$ cat src/rtl/peripheral_mpram_1r1w_arbiter.sv
// Two-requester arbiter in front of a 1R1W RAM: writes and reads are arbitrated
// separately with round-robin pointers, and a read colliding with a granted write is held off.
module peripheral_mpram_1r1w_arbiter #(
    parameter  int ABITS = 10,
    parameter  int DBITS = 32,
    localparam int BE    = (DBITS + 7) / 8
) (
    input  logic                 clk_i,
    input  logic                 rst_ni,
    input  logic [1:0]           req_valid_i,
    output logic [1:0]           req_ready_o,
    input  logic [1:0]           req_we_i,
    input  logic [2*ABITS-1:0]   req_addr_i,
    input  logic [2*DBITS-1:0]   req_wdata_i,
    input  logic [2*BE-1:0]      req_be_i,
    output logic [1:0]           rsp_valid_o,
    output logic [DBITS-1:0]     rsp_rdata_o,
    output logic [ABITS-1:0]     mem_waddr_o,
    output logic [DBITS-1:0]     mem_din_o,
    output logic                 mem_we_o,
    output logic [BE-1:0]        mem_be_o,
    output logic [ABITS-1:0]     mem_raddr_o,
    input  logic [DBITS-1:0]     mem_dout_i,
    output logic [15:0]          conflict_cnt_o
);

    logic [1:0][ABITS-1:0] addr;
    logic [1:0][DBITS-1:0] wdata;
    logic [1:0][BE-1:0]    be;

    for (genvar k = 0; k < 2; k++) begin : g_req
        assign addr[k]  = req_addr_i[k*ABITS +: ABITS];
        assign wdata[k] = req_wdata_i[k*DBITS +: DBITS];
        assign be[k]    = req_be_i[k*BE +: BE];
    end

    logic       wptr, rptr;
    logic [1:0] wr_req, rd_req;
    logic [1:0] wgnt, rgnt_raw, rgnt;
    logic       w_idx, r_idx;
    logic       denied;
    logic [1:0] rsp_valid_q;
    logic [15:0] cnt_q;

    // Nothing is granted while reset is held, so the RAM never sees a write then.
    assign wr_req = req_valid_i &  req_we_i & {2{rst_ni}};
    assign rd_req = req_valid_i & ~req_we_i & {2{rst_ni}};

    always_comb begin
        wgnt     = '0;
        rgnt_raw = '0;
        if (wr_req == 2'b11) wgnt[wptr] = 1'b1;
        else                 wgnt = wr_req;
        if (rd_req == 2'b11) rgnt_raw[rptr] = 1'b1;
        else                 rgnt_raw = rd_req;
        w_idx = wgnt[1];
        r_idx = rgnt_raw[1];
        // Same-address read/write in one cycle: the write wins, the read retries.
        rgnt = rgnt_raw;
        if ((|wgnt) && (|rgnt_raw) && (addr[w_idx] == addr[r_idx])) rgnt = '0;
    end

    assign req_ready_o = wgnt | rgnt;
    assign denied      = |(req_valid_i & ~req_ready_o);

    assign mem_we_o    = |wgnt;
    assign mem_waddr_o = mem_we_o ? addr[w_idx]  : '0;
    assign mem_din_o   = mem_we_o ? wdata[w_idx] : '0;
    assign mem_be_o    = mem_we_o ? be[w_idx]    : '0;
    assign mem_raddr_o = (|rgnt) ? addr[rgnt[1]] : '0;

    always_ff @(posedge clk_i or negedge rst_ni) begin
        if (!rst_ni) begin
            rsp_valid_q <= '0;
            wptr        <= 1'b0;
            rptr        <= 1'b0;
            cnt_q       <= '0;
        end else begin
            rsp_valid_q <= rgnt;
            if (|wgnt) wptr <= ~w_idx;
            if (|rgnt) rptr <= ~rgnt[1];
            if (denied && (cnt_q != 16'hFFFF)) cnt_q <= cnt_q + 16'd1;
        end
    end

    assign rsp_valid_o    = rsp_valid_q;
    assign rsp_rdata_o    = mem_dout_i;
    assign conflict_cnt_o = cnt_q;

endmodule

$ cat config.mk
export PLATFORM = sky130hd
export DESIGN_NAME = peripheral_mpram_1r1w_arbiter
export DESIGN_NICKNAME = d
export VERILOG_FILES = /design/src/rtl/peripheral_mpram_1r1w_arbiter.sv
export SDC_FILE = /design/constraint.sdc
export NUM_CORES = 1
export LEC_CHECK = 0
export CAP_MARGIN = 10
export CORE_UTILIZATION = 27
export CTS_CLUSTER_DIAMETER = 120
export DETAILED_ROUTE_END_ITERATION = 8
export PLACE_DENSITY = 0.8
export RECOVER_POWER = 50
export SLEW_MARGIN = 20
export SYNTH_ARGS = -nofsm -noshare
export SYNTH_HDL_FRONTEND = slang
export SYNTH_SLANG_ARGS = --single-unit
$ cat constraint.sdc
create_clock -name clk_i -period 2.83 [get_ports clk_i]
set_input_delay 0.849 -clock clk_i [delete_from_list [all_inputs] [get_ports clk_i]]
set_output_delay 0.849 -clock clk_i [all_outputs]
set_load 0.05 [all_outputs]
==> run metrics, run 1 <==
status=finished, violations left; failing checks=negative setup slack; WL/cell=about 23 um; std cell rows=33; setup TNS=-10240 ps; vias per inst=between 5 and 6; HPWL after DPL=~9300 um; Syn Std Cell Area=~0.0023 mm^2; CP max FO=6; vias in the first global route=3576; Final Hold Viols=0; Max Cap Viol=0; FF+latch count, synth=20; Startpoint Class=primary input; Hold Path Class=in2async; Bufs and invs on worst path=5; chip width=around 94 um; Design Power=around 2100 uW; Final ANT Viol Nets=0; Area growth syn-to-layout=196%; min cycle time layout=~3200 ps; global route overflow=0; DRC=0; Buffers on Ports=174; number of warnings issued by yosys=0; Pwr per Cell Area=~320 mW/mm^2; most frequent cells in the layout=90 x clkdlybuf4s50_1, 76 x buf_12, 51 x nand2_4; final net count=roughly 680; required time worst endpoint=between 1500 and 2000 ps; pin count of the biggest net entering global routing=17; first-iteration detailed-routing DRC count=97; vias=between 3k and 4k; distinct cell type count after synthesis=35; crit-path leading delay family=buffers and inverters; Post-CTS Hold Buffers=0; Syn Area/Cell=~6.7 um^2; clock buffer depth=2; Fmax achieved=about 0.31 GHz; # clock sinks=20; syn nets=roughly 470; Die Ht=94.0 um; critical path launch point=req_addr_i[1]; RSZ-0062 raised after global routing=yes; initial core utilization=27.8%; commonest non-fill, non-tap cell in the layout=clkdlybuf4s50_1; CTS Buf Count=3; die area=~0.0088 mm^2; Async SR Flop Fraction=between 90% and 100%; CTS root buf=clkbuf_8; worst hold margin=slightly below 500 ps; crit end category=output pin; Ports=between 200 and 250; Lkg Pwr=0.00287 uW; Final period util=113%; worst vdd ir=about 0.60 mV; critical path's largest stage delay=between 200 and 300 ps; GRT Util Overall=between 30 and 40%; clk_skew=just over 4 ps; min setup slack post-route=-355 ps; Worst Setup Path Type=in2out; ANT cells=0; Slew Limit Fails=0; clk_lat worst skew=about 260 ps; Synth Instances=340; antenna violations before repair=0; TritonCTS clock tree=yes; Max H-tree Level=1; final wirelength=approximately 15000 um; Setup WS pre-CTS=-863 ps; Top FF cell, synth=dfrtp_1; layout cells sized above 1=around three fifths; Critical Path AT=2340 ps; gp weighted congestion=0.816; worst path cell trace=buf_8 -> xnor2_4 -> buf_4 -> buf_4 -> nand4_1 -> o21ai_2 -> o211a_4 -> buf_12 -> nor2_4 -> buf_12; Slew HR=42.4%; first-pass GRT wire length=about 21000 um; Post-synth EDFFs=0; CP max-delay cell=o211a_4; Seq/Total Area, Yosys=between 20% and 30%; Layout Utilization=82.3%; Core Region=~0.0082 mm^2; CTS clock-pin slew for the worst setup and hold paths=80 ps; drt first pass iters=4; worst r2r src=wptr; # setup viols final=between 50 and 60; actual transition at the worst max-transition pin=864 ps
[layer usage]
metal	part of all wire, %	wire length [um]	vias to the layer above	track usage [%]
met3	14	2030	45	17.4
met1	32	4760	1665	30.9
li1	-	-	1552	-
met4	3.6	534	0	11.7
met5	0	0	-	0
met2	51	7650	185	57.5
[final timing paths]
check | depth (start not counted) | to | slack [ps]
worst max-delay path | 10 | mem_raddr_o[7] | -350
worst min-delay path | 2 | wptr | 490
worst max register to register | 7 | conflict_cnt_o[12] | 740
worst min register to register | 1 | conflict_cnt_o[8] | 510
max in group asynchronous | 2 | conflict_cnt_o[11] | 1530
min in group clk_i | 1 | conflict_cnt_o[8] | 510
[flip-flops by register name, summed over array words and instances, names as in the netlist]
| name | count |
|---|---|
| conflict_cnt_o | 16 |
| rptr | 1 |
| rsp_valid_o | 2 |
| wptr | 1 |
[metrics by stage]
step	cell area, um^2	cells
global placement	5490	610
global route	6760	652
detailed placement	5490	610
CTS	6700	653
finish	6760	652
floorplan	3000	340
[power breakdown]
| group | switching, uW | internal, uW |
|---|---|---|
| registers | 78.8 | 346 |
| logic | 763 | 668 |
| clock network | 98.0 | 189 |
| total | 939 | 1200 |
[what timing repair did]
item	CTS	global route
cloned	12	0
endpoints found under the setup margin	69	58
pin swaps	93	49
setup buffers	28	4
gates resized for setup	235	48
[cells in the mapped netlist, types with 2 or more instances]
cell type,number,area [um^2]
clkbuf_1,14,52.6
nand3b_1,2,15.0
nor2b_1,2,12.5
nand3_1,7,35.0
o21ai_0,6,30.0
mux2_2,5,56.3
dfrtp_1,20,500
inv_1,3,11.3
and3_1,11,68.8
nand2_1,103,387
nand2b_1,6,37.5
buf_2,7,35.0
xnor2_1,19,166
a21oi_1,48,240
o2111ai_1,5,43.8
nor2_1,12,45.0
buf_4,32,240
nand4_1,7,43.8
a22oi_1,10,75.1
o211ai_1,6,45.0
[cell type report]
cell class / count / area [um^2]
timing repair buffer: 258 / 3360
multi-input combinational: 262 / 2680
fill: 436 / 1460
sequential: 20 / 500
tap: 105 / 131
clock buffer: 3 / 41.3
clock inverter: 1 / 30.0
inverter: 3 / 15.0
[logic make-up after synthesis]
kind of cell | share of synthesized area (%)
compound gates | 22.2
xor+xnor | 7.67
fa+ha+maj | 0.548
buf+inv | 15.5
flops | 21.9
mux | 2.46
simple gates | 29.7
No activity file was read; power rests on OpenSTA's default activity.
==> inputs of run 2 (changes only) <==
--- a/config.mk
+++ b/config.mk
@@ -6,6 +6,7 @@
 export NUM_CORES = 1
 export LEC_CHECK = 0
 export CAP_MARGIN = 10
+export CORE_MARGIN = 2
 export CORE_UTILIZATION = 27
 export CTS_CLUSTER_DIAMETER = 120
 export DETAILED_ROUTE_END_ITERATION = 8
==> run metrics, run 2 (synthesis gave the netlist of run 1 again) <==
Final Hold Viols=0; first-iteration detailed-routing DRC count=between 100 and 150; P_sw=just over 900 uW; Fmax achieved=approximately 0.31 GHz; Lkg Pwr=0.00295 uW; RSZ-0062 raised after global routing=yes; crit end category=output pin; vias in the first global route=about 3.5k; initial core utilization=roughly 28%; HPWL after DPL=between 8000 and 9000 um; CTS Buf Count=3; CTS clock-pin slew for the worst setup and hold paths=about 80 ps; antenna violations before repair=0; Die Ht=~96 um; Hold Path Class=reg2reg; GR Layer Usage met1=around a third; std cell rows=33; Post-CTS Hold Buffers=0; vias per inst=between 5 and 6; # clock sinks=20; Max Cap Viol=0; first-pass GRT wire length=18900 um; commonest non-fill, non-tap cell in the layout=clkdlybuf4s50_1; vias=approximately 3.4k; failing checks=negative setup slack; min setup slack post-route=-355 ps; # setup viols final=between 50 and 60; drt first pass iters=4; Startpoint Class=primary input; met2 Use GR=between 40% and 50%; final wirelength=13900 um; Ports=between 200 and 250; met3 usage=approximately 4.9%; DRC=0; sw frac=44.6%; clk_skew=between 4 and 5 ps; die area=slightly above 0.009 mm^2; dpl cell area=approximately 0.0055 mm^2; Int Power=1150 uW; WL/cell=around 21 um; global route overflow=0; Core Region=about 0.0082 mm^2; clock buffer depth=2; Flop pwr share=between 20 and 25%; Final ANT Viol Nets=0; most frequent cells in the layout=90 x clkdlybuf4s50_1, 86 x buf_12, 49 x nand2_4; Max H-tree Level=1; TritonCTS clock tree=yes; Clock power frac=between 10% and 20%; GRT Util Overall=a little over a quarter; actual transition at the worst max-transition pin=around 860 ps; Slew Limit Fails=0; Area growth syn-to-layout=201%; Combinational Power Share=just under 70%; status=finished, violations left; CP max FO=5; Critical Path AT=2340 ps; required time worst endpoint=about 2000 ps; Worst Setup Path Type=in2out; chip width=around 96 um; Final period util=113%; ANT cells=0; layout cells sized above 1=between 60 and 70%; min cycle time layout=between 3000 and 4000 ps; Pwr per Cell Area=around 300 mW/mm^2; Buffers on Ports=174; worst vdd ir=0.655 mV; max FFs per register=16; Slew HR=between 40% and 50%; Setup WS pre-CTS=-779 ps; clk_lat worst skew=about 260 ps; pin count of the biggest net entering global routing=17; gp weighted congestion=0.931; post-layout instance area=between 0.006 and 0.007 mm^2; most used routing layer=met2; final net count=679; CTS root buf=clkbuf_8
-- run 2: cell types whose count changed in the layout (fill, tap and decap cells not counted), moves of 6 or more --
| cell | before | now |
|---|---|---|
| a22oi_1 | 10 | 3 |
| a22oi_2 | 0 | 7 |
| buf_12 | 76 | 86 |
| buf_4 | 50 | 40 |
| nand2_1 | 31 | 39 |
| nand2_2 | 21 | 15 |
-- run 2: power groups by stage --
stage	clock [uW]	sequential (uW)	combinational (uW)
detailed placement	0	423	1230
finish	221	419	1450
global route	233	435	1500
floorplan	0	597	602
CTS	225	418	1390
global placement	0	420	1210
-- run 2: repair_timing --
item | CTS | global route
setup buffers | 22 | 13
cloned | 11 | 4
endpoints found under the setup margin | 75 | 59
resized for setup | 242 | 87
pin swaps | 79 | 62
-- run 2: routing by layer --
| layer | wire length [um] | vias up |
|---|---|---|
| li1 | - | 1553 |
| met1 | 5090 | 1636 |
| met2 | 7420 | 176 |
| met3 | 979 | 30 |
| met4 | 413 | 0 |
| met5 | 0 | - |
-- run 2: through the flow --
stage,cells,utilization (%),setup TNS [ps],hold WS [ps],power [uW]
global route,652,83.7,-9020,515,2170
detailed placement,613,67.2,-43480,481,1650
CTS,645,80.0,-7170,499,2030
finish,652,83.7,-7090,499,2090
floorplan,340,-,-2500,466,1200
global placement,613,67.2,-41390,484,1630
-- run 2: worst max-delay path, stage by stage --
cell	delay (ps)
buf_8	110
xnor2_4	180
nand4_1	140
nor4_2	380
o211a_4	290
nor2b_4	60
o21bai_4	180
buf_12	150
-- run 2: final timing paths --
kind	startpoint	slack, ps	endpoint	depth (start not counted)
max in group asynchronous	rst_ni	1520	conflict_cnt_o[0]	2
max	req_addr_i[2]	-360	req_ready_o[0]	8
min in group asynchronous	rst_ni	510	wptr	2
min reg2reg	wptr	500	wptr	1
min	wptr	500	wptr	1
max reg2reg	wptr	590	conflict_cnt_o[4]	9
-- run 2: cell type report --
cell class	count	area, um^2
Timing Repair Buffer	258	3500
Multi-Input combinational cell	262	2670
Sequential cell	20	500
Clock buffer	4	55.1
Fill cell	414	1340
Inverter	3	15.0
Tap cell	105	131
